## src/rtl/alu_issue_ctrl.sv

```systemverilog
// -----------------------------------------------------------------------------
// alu_issue_ctrl
//
// Purpose:
//   Sequencer between the multi-cycle control unit and the shared ALU
//   datapath. Accepts one ALU operation at a time, holds stable operands and
//   ALUControl on the ALU for a per-class latency, captures the results, and
//   returns them to the register file over a writeback handshake. UMULL/SMULL
//   return two beats (RdLo first, then RdHi).
//
// Optional build macro:
//   ALU_DIVZERO_TRAP_EN - when defined, a DIV with req_b==0 is rejected at
//                         accept time and reported on the extra div_zero port
//                         instead of being issued to the ALU.
//
// Ports:
//   clk, reset (sync, active-low), flush (sync abort)
//   req_valid/req_ready, req_op, req_a, req_b, req_rd_lo, req_rd_hi,
//   req_setflags                 : request handshake from control unit
//   alu_a, alu_b, alu_ctrl       : stable operands / ALUControl to the ALU
//   alu_result, alu_result2,
//   alu_flags                    : ALU outputs sampled at end of EXEC
//   wb_valid/wb_ready, wb_rd, wb_data, wb_flags_we, wb_flags
//                                : writeback beats to the register file
//   illegal_op                   : 1-cycle pulse for a rejected encoding
//   div_zero                     : 1-cycle pulse for trapped DIV by zero
//                                  (only with ALU_DIVZERO_TRAP_EN)
//   busy                         : controller not in IDLE
// -----------------------------------------------------------------------------
module alu_issue_ctrl #(
  parameter int unsigned LAT_ALU = 1,
  parameter int unsigned LAT_MUL = 3,
  parameter int unsigned LAT_DIV = 8,
  parameter int unsigned LAT_FP  = 4,
  parameter int unsigned CNT_W   = 4
) (
  input  logic        clk,
  input  logic        reset,
  input  logic        flush,
  input  logic        req_valid,
  output logic        req_ready,
  input  logic [3:0]  req_op,
  input  logic [31:0] req_a,
  input  logic [31:0] req_b,
  input  logic [3:0]  req_rd_lo,
  input  logic [3:0]  req_rd_hi,
  input  logic        req_setflags,
  output logic [31:0] alu_a,
  output logic [31:0] alu_b,
  output logic [3:0]  alu_ctrl,
  input  logic [31:0] alu_result,
  input  logic [31:0] alu_result2,
  input  logic [3:0]  alu_flags,
  output logic        wb_valid,
  input  logic        wb_ready,
  output logic [3:0]  wb_rd,
  output logic [31:0] wb_data,
  output logic        wb_flags_we,
  output logic [3:0]  wb_flags,
  output logic        illegal_op,
`ifdef ALU_DIVZERO_TRAP_EN
  output logic        div_zero,
`endif
  output logic        busy
);

  typedef enum logic [1:0] {
    S_IDLE  = 2'd0,
    S_EXEC  = 2'd1,
    S_WB_LO = 2'd2,
    S_WB_HI = 2'd3
  } state_t;

  localparam logic [3:0] OP_DIV = 4'b0111;

  // ---------------------------------------------------------------------------
  // Encoding helpers
  // ---------------------------------------------------------------------------

  // Encodings the ALU implements; everything else is rejected.
  function automatic logic op_legal(input logic [3:0] op);
    logic ok;
    case (op)
      4'b0000, 4'b0001, 4'b0010, 4'b0011, 4'b1100: ok = 1'b1;
      4'b0100, 4'b0101, 4'b0110:                   ok = 1'b1;
      4'b0111:                                     ok = 1'b1;
      4'b1000, 4'b1001:                            ok = 1'b1;
      default:                                     ok = 1'b0;
    endcase
    return ok;
  endfunction

  // Counter preload: EXEC lasts (value+1) cycles, i.e. LAT_class cycles.
  function automatic logic [CNT_W-1:0] op_lat_m1(input logic [3:0] op);
    logic [CNT_W-1:0] lat;
    case (op)
      4'b0100, 4'b0101, 4'b0110: lat = CNT_W'(LAT_MUL - 1);
      4'b0111:                   lat = CNT_W'(LAT_DIV - 1);
      4'b1000, 4'b1001:          lat = CNT_W'(LAT_FP - 1);
      default:                   lat = CNT_W'(LAT_ALU - 1);
    endcase
    return lat;
  endfunction

  // UMULL/SMULL produce a 64-bit result returned in two beats.
  function automatic logic op_long_mul(input logic [3:0] op);
    return (op == 4'b0101) || (op == 4'b0110);
  endfunction

  // ---------------------------------------------------------------------------
  // Registers
  // ---------------------------------------------------------------------------
  state_t           r_state;
  logic [CNT_W-1:0] r_cnt;
  logic [31:0]      r_a;
  logic [31:0]      r_b;
  logic [3:0]       r_op;
  logic [3:0]       r_rd_lo;
  logic [3:0]       r_rd_hi;
  logic             r_setflags;
  logic [31:0]      r_res_lo;
  logic [31:0]      r_res_hi;
  logic [3:0]       r_flg;
  logic             r_illegal;
  logic             r_div_zero;

  // ---------------------------------------------------------------------------
  // Combinational control
  // ---------------------------------------------------------------------------
  state_t           w_next_state;
  logic [CNT_W-1:0] w_next_cnt;
  logic             w_capture;
  logic             w_req_ready;
  logic             w_accept;
  logic             w_legal;
  logic             w_trap;
  logic             w_start;
  logic             w_busy;
  logic             w_long;
  logic             w_in_lo;
  logic             w_in_hi;

  // Holding reset low also closes the request port so every output reads 0.
  assign w_req_ready = (r_state == S_IDLE) & ~flush & reset;
  assign w_accept    = req_valid & w_req_ready;
  assign w_legal     = op_legal(req_op);

`ifdef ALU_DIVZERO_TRAP_EN
  assign w_trap = (req_op == OP_DIV) && (req_b == 32'd0);
`else
  assign w_trap = 1'b0;
`endif

  // Only legal, non-trapped ops occupy the ALU.
  assign w_start = w_accept & w_legal & ~w_trap;
  assign w_busy  = (r_state != S_IDLE);
  assign w_long  = op_long_mul(r_op);
  assign w_in_lo = (r_state == S_WB_LO);
  assign w_in_hi = (r_state == S_WB_HI);

  // Next-state, counter and capture decode; flush wins over every transition.
  always_comb begin
    w_next_state = r_state;
    w_next_cnt   = r_cnt;
    w_capture    = 1'b0;
    if (flush) begin
      w_next_state = S_IDLE;
      w_next_cnt   = {CNT_W{1'b0}};
      w_capture    = 1'b0;
    end else begin
      case (r_state)
        S_IDLE: begin
          if (w_start) begin
            w_next_state = S_EXEC;
            w_next_cnt   = op_lat_m1(req_op);
          end else begin
            w_next_state = S_IDLE;
            w_next_cnt   = {CNT_W{1'b0}};
          end
        end
        S_EXEC: begin
          if (r_cnt == {CNT_W{1'b0}}) begin
            w_next_state = S_WB_LO;
            w_capture    = 1'b1;
          end else begin
            w_next_cnt   = r_cnt - CNT_W'(1);
          end
        end
        S_WB_LO: begin
          if (wb_ready) begin
            w_next_state = w_long ? S_WB_HI : S_IDLE;
          end else begin
            w_next_state = S_WB_LO;
          end
        end
        S_WB_HI: begin
          if (wb_ready) begin
            w_next_state = S_IDLE;
          end else begin
            w_next_state = S_WB_HI;
          end
        end
        default: begin
          w_next_state = S_IDLE;
          w_next_cnt   = {CNT_W{1'b0}};
        end
      endcase
    end
  end

  // State and latency counter registers.
  always_ff @(posedge clk) begin
    if (!reset) begin
      r_state <= S_IDLE;
      r_cnt   <= {CNT_W{1'b0}};
    end else begin
      r_state <= w_next_state;
      r_cnt   <= w_next_cnt;
    end
  end

  // Request latch, result capture and status pulses.
  always_ff @(posedge clk) begin
    if (!reset) begin
      r_a        <= 32'd0;
      r_b        <= 32'd0;
      r_op       <= 4'd0;
      r_rd_lo    <= 4'd0;
      r_rd_hi    <= 4'd0;
      r_setflags <= 1'b0;
      r_res_lo   <= 32'd0;
      r_res_hi   <= 32'd0;
      r_flg      <= 4'd0;
      r_illegal  <= 1'b0;
      r_div_zero <= 1'b0;
    end else begin
      if (w_start) begin
        r_a        <= req_a;
        r_b        <= req_b;
        r_op       <= req_op;
        r_rd_lo    <= req_rd_lo;
        r_rd_hi    <= req_rd_hi;
        r_setflags <= req_setflags;
      end
      // A flushed result must never be written back later.
      if (flush) begin
        r_res_lo <= 32'd0;
        r_res_hi <= 32'd0;
        r_flg    <= 4'd0;
      end else if (w_capture) begin
        r_res_lo <= alu_result;
        r_res_hi <= alu_result2;
        r_flg    <= alu_flags;
      end
      r_illegal  <= w_accept & ~w_legal;
      r_div_zero <= w_accept & w_legal & w_trap;
    end
  end

  // ---------------------------------------------------------------------------
  // Outputs: ALU drive is gated so IDLE presents zeros, never stale operands.
  // ---------------------------------------------------------------------------
  assign req_ready   = w_req_ready;
  assign alu_a       = w_busy ? r_a    : 32'd0;
  assign alu_b       = w_busy ? r_b    : 32'd0;
  assign alu_ctrl    = w_busy ? r_op   : 4'd0;
  assign wb_valid    = w_in_lo | w_in_hi;
  assign wb_rd       = w_in_lo ? r_rd_lo  : (w_in_hi ? r_rd_hi  : 4'd0);
  assign wb_data     = w_in_lo ? r_res_lo : (w_in_hi ? r_res_hi : 32'd0);
  assign wb_flags    = r_flg;
  // Flags are written once, on the final beat of the op.
  assign wb_flags_we = r_setflags & ((w_in_lo & ~w_long) | w_in_hi);
  assign illegal_op  = r_illegal;
  assign busy        = w_busy;

`ifdef ALU_DIVZERO_TRAP_EN
  assign div_zero = r_div_zero;
`else
  // Trap pulse exists only in the trap build; keep the register tied off.
  logic w_div_zero_unused;
  assign w_div_zero_unused = r_div_zero;
`endif

endmodule
```

## config.mk

```make
export PLATFORM = sky130hd
export DESIGN_NAME = alu_issue_ctrl
export DESIGN_NICKNAME = d
export VERILOG_FILES = /design/src/rtl/alu_issue_ctrl.sv
export SDC_FILE = /design/constraint.sdc
export NUM_CORES = 1
export LEC_CHECK = 0
export CAP_MARGIN = 10
export CORE_MARGIN = 2
export CORE_UTILIZATION = 47
export DETAILED_ROUTE_END_ITERATION = 8
export GPL_ROUTABILITY_DRIVEN = 0
export GPL_TIMING_DRIVEN = 0
export PLACE_DENSITY = 0.85
export REMOVE_ABC_BUFFERS = 1
export SKIP_LAST_GASP = 1
export SLEW_MARGIN = 15
export SYNTH_ARGS = -nofsm -noshare
export SYNTH_HDL_FRONTEND = slang
export SYNTH_SLANG_ARGS = --single-unit
```

## constraint.sdc

```tcl
create_clock -name clk -period 3.6 [get_ports clk]
set_clock_uncertainty 0.2 [all_clocks]
set_input_delay 0.54 -clock clk [delete_from_list [all_inputs] [get_ports clk]]
set_output_delay 0.54 -clock clk [all_outputs]
set_load 0.02 [all_outputs]
```

After elaboration in Yosys (flattened, before gate mapping)
Memory sizes are Yosys's and may differ from the RTL's.
Index checks and enable logic that the tools add are counted.
{ "word_totals": {"ff_bits": 152, "mem_bits_ro": 16, "inputBits": 150, "output_inout_bits": 113, "wordCells": 69, "mem_count": 1} }
{ "op_classes": {"add_sub_neg": 1, "n_eq_ne": 13, "muxes": 20, "n_bitwise": 13, "n_reduce_logical": 9} }
{ "mem_list": {"columns": ["memory", "words", "word_bits", "read_ports", "rd_ports_with_merged_regs", "write_ports", "line", "rtl"], "rows": [
  ["(name not given)", 16, 1, 1, 0, 0, "83", "case (op)"]
]} }
{ "ops": {"columns": ["op", "n"], "rows": [
  ["$mux 32", 4],
  ["$eq 4x3->1 const B", 6],
  ["$mux 4", 5],
  ["$pmux 3 s3", 1],
  ["$eq 4x4->1 const B", 2],
  ["$mux 2", 4],
  ["$pmux 2 s4", 1],
  ["$pmux 4 s2", 1],
  ["$and 1x1->1", 7],
  ["$eq 2x2->1 const B", 2],
  ["$logic_not 4->1", 1],
  ["$mux 1", 4],
  ["$ne 2x2->1 const B", 2],
  ["$not 1->1", 4],
  ["$reduce_bool 2->1", 2],
  ["$reduce_or 2->1", 2],
  ["$sub 4x1->4 const B", 1],
  ["$reduce_or 3->1", 1],
  ["$eq 2x1->1 const B", 1],
  ["$logic_not 2->1", 1],
  ["$or 1x1->1", 2],
  ["$reduce_and 2->1", 1],
  ["$logic_or 1x1->1", 1]
]} }

Longest topological paths before layout
{ "logic_depth": {"ltp_word": 7, "mapped_depth": 9, "mapped_depth_nobuf": 6} }

Worst setup path after synthesis
Ideal clock, no wire load.
{ "synth_path": {"path_kind": "reg-to-output", "from": "reg r_state[0]", "to": "out alu_b[15]", "arrival_time_ns": 1.412, "t_required_ns": 2.860, "path_slack_ns": 1.448, "stages_incl_launch_ff": 7, "n_path_buf": 4, "path_cell_list": "dfxtp_1 -> buf_2 -> or2_2 -> clkbuf_1 -> clkbuf_1 -> clkbuf_1 -> and2_1"} }
{ "synth_via": {"elab_chain_len": 2} }
{ "synth_rtl": {"columns": ["element", "line", "rtl"], "rows": [
  ["from (decl)", "113", "state_t r_state;"],
  ["from (signal assigned)", "217", "r_state <= w_next_state;"],
  ["$reduce_bool 2->1", "156", "assign w_busy = (r_state != S_IDLE);"],
  ["$mux 32", "265", "assign alu_b = w_busy ? r_b : 32'd0;"],
  ["to (decl)", "49", "output logic [31:0] alu_b,"]
]} }
No other way between the ends.

Final worst setup path
{ "layout_path": {"from": "reg r_state[0]", "to": "out alu_b[12]"} }
The elaborated chain is that of the path after synthesis.

==> flow_metrics.py <==
metrics = {
    "floorplan": {
        "core_area_sq_um": 13930,
        "die_w_um": 123.6,
        "rows": 43,
        "num_io_pins": 263,
        "start_util_pct": 48.23,
        "die_area_sq_um": 15270,
        "die_y_um": 123.6,
    },
    "synth": {
        "ys_warn_count": 0,
        "synth_edf_count": 0,
        "synth_cell_types": 40,
        "ys_seq_area_share_pct": 45.28,
        "syn_area_sq_um": 6720,
        "synth_ff_type": "dfxtp_1",
        "avgSynthCellArea_sq_um": 7.962,
        "synth_seq_cells": 152,
        "synthCells": 844,
        "synthArstFlopShare_pct": 0,
    },
    "critical_path": {
        "crit_path_cell_trace": "or2_2, and2_1, clkdlybuf4s50_1",
        "end_kind": "output pin",
        "r2r_setup_slack_ps": 830,
        "cp.arrival_ps": 2500,
        "crit_type": "flip-flop to output pin",
        "slowest_delay_ps": 670,
        "cp.required_ps": 2860,
        "cp-startpoint": "r_state[0]",
        "crit_fanout": 34,
        "worst-path-buf-inv": 1,
        "ff2ff_path_depth": 6,
        "critPathLaunchType": "flip-flop",
        "critPathTopFamily": "simple AND/OR/NAND/NOR gates",
        "timing.rr.end": "r_res_lo[29]",
        "timing.rr.start": "r_state[0]",
        "cpMaxStageDelayCell": "dfxtp_4",
    },
    "layout": {
        "diodes": 0,
        "nets": 1228,
        "layout_common_cells": "289 x nand2_1, 261 x clkdlybuf4s50_1, 150 x dfxtp_1, 74 x a21oi_1, 69 x and2_1",
        "final_common_cell": "nand2_1",
        "fillers": 1061,
        "register_area_sq_um": 3048,
        "area_growth_syn_to_layout_pct": 50.72,
        "drive_above_1_share_pct": 5.510,
        "multi_input_area_sq_um": 3381,
    },
    "cts": {
        "cts_max_level": 4,
        "cts.sinks": 152,
        "clkTransAtPathRegs_ps": 60,
        "cts_buffers": 17,
        "clockBufferDepth": 2,
        "clock_latency_ps": 410,
        "cts-root-buf": "clkbuf_16",
        "cts_tree": "done",
    },
    "min_path": {
        "worstHoldPathCells": 2,
        "hold_class": "flip-flop to flip-flop",
        "holdPathEnd": "r_a[26]",
        "holdCritStartpoint": "r_a[26]",
    },
    "pwr": {
        "power.total_mw": 3.886,
        "p_leak_nw": 3.342,
        "vdd_ir_drop_max_mv": 0.2768,
        "p_per_area_nw_per_um2": 383.7,
    },
    "timing": {
        "worst_pin_slew_ps": 805.4,
        "slew_viol_final": 0,
        "setup_viol": 0,
        "fin_crit_ps": 3240,
        "fin_crit_sh_pct": 90.00,
        "final_hold_viol_count": 0,
        "maxSlewHeadroom_pct": 46.31,
        "grt_setup_unrepaired": "no",
        "max_freq_mhz": 308.6,
        "fin_ws_ps": 359.8,
    },
    "global_route": {
        "antenna_found_initial": 1,
        "gr-total-overflow": 0,
        "grt_pass1_wl_mm": 30.04,
        "grt_max_degree": 75,
        "grt_pass1_vias": 6119,
        "track_usage_pct": 25.24,
    },
    "place": {
        "dp_hpwl_mm": 13.10,
        "place_ws_ps": 149.8,
        "io_buffers": 262,
    },
    "run_status": {
        "status": "completed",
    },
    "flow_run": {
        "max_cap_violations": 0,
    },
    "drt": {
        "finalWirelength_mm": 19.33,
        "first_pass_iters": 5,
        "avgViaCountPerCell": 5.017,
        "vias": 6366,
        "wl_per_cell_um": 15.23,
        "drt_iter0_markers": 298,
        "ant_nets": 0,
        "drc_errors": 0,
    },
}
-- final cells by class --
| cell class | count | share of cell area (%) |
|---|---|---|
| Sequential cell | 152 | 30.09 |
| Clock buffer | 21 | 4.756 |
| Tap cell | 180 | 2.224 |
| Multi-Input combinational cell | 623 | 33.38 |
| Timing Repair Buffer | 279 | 28.02 |
| Inverter | 3 | 0.1112 |
| Clock inverter | 11 | 1.421 |
-- tightest hold or removal path, stage by stage (launching register included) --
cell      delay, ps
dfxtp_1         300
nand2_1          50
a21boi_1         50
-- power by group --
part	total [mW]	internal [mW]	switching [mW]
combinational	0.301	0.193	0.108
clock	1.86	1.17	0.696
sequential	1.72	1.71	0.0139
-- what timing repair did --
item	CTS	global route
resized for setup	1	0
setup buffers	0	1
hold buffers	0	0
gates cloned	1	0
pin swaps	1	0
endpoints found under the hold margin	0	0
endpoints found under the setup margin	69	19
-- flip-flops by register name, indices dropped and copies added, names as in the netlist --
signal and count:
r_rd_hi 4, r_b 32, illegal_op 1, r_rd_lo 4, wb_flags 4, r_op 4, r_res_lo 32, r_state 2
r_setflags 1, r_a 32, r_cnt 4, r_res_hi 32
-- cells in the mapped netlist, drive strengths merged, types with 2 or more instances --
library cell  instances  area (sq um)
a21boi               75         563.0
inv                   3         11.26
a211oi                2         15.01
a21oi                74         370.4
clkbuf               41         153.9
nor3                  2         15.01
nand2b                2         12.51
a31oi                 2         12.51
or3                   2         12.51
nor4b                 2         32.53
buf                  26         162.7
and2                 69         431.7
nor3b                 2         15.01
ha                    2         25.02
nor2b                38         237.7
mux2i                36         360.4
nand2               289          1085
nor2                  7         26.28
o211ai                2         15.01
o21ai                 3         15.01
dfxtp               152          3043
-- metal layers --
metal  vias to the layer above  wire length, um  GRT usage, %
met5                         -                0             0
met4                         0              392         9.020
met3                        26             2065         11.54
met2                       230             9201         41.83
met1                      2911             7672         28.60
li1                       3199                -             -
-- kinds of logic (layout without fill, tap and decap cells) --
kind of cell	Yosys count	in the layout	share of synthesized area, %
and+or+nand+nor	418	419	28.34
AOI/OAI and AO/OA	165	165	15.64
DFF	152	152	45.28
buffers and inverters	70	314	4.878
muxes	36	36	5.362
adders and majority gates	2	2	0.3723
xor gates and xnor gates	1	1	0.1304
-- per-stage QoR --
step	area [sq um]	TNS (ps)	hold slack, ps	util [%]	std cells
after global routing	10130	0	266.6	72.69	1269
after floorplan	6404	-92530	230.5	-	777
final	10130	0	246.2	72.69	1269
after CTS	10110	0	248.4	72.54	1268
after global placement	9251	-528020	235.9	66.39	1219
after detailed placement	9474	0	240.5	67.99	1235
-- worst max path at each step --
stage	depth (start not counted)	end
floorplan	4	r_res_hi[0]
global placement	5	r_op[1]
detailed placement	3	alu_a[23]
CTS	3	alu_a[21]
global route	3	alu_b[30]
finish	3	alu_b[12]
Power figures use the tool's default switching activity.
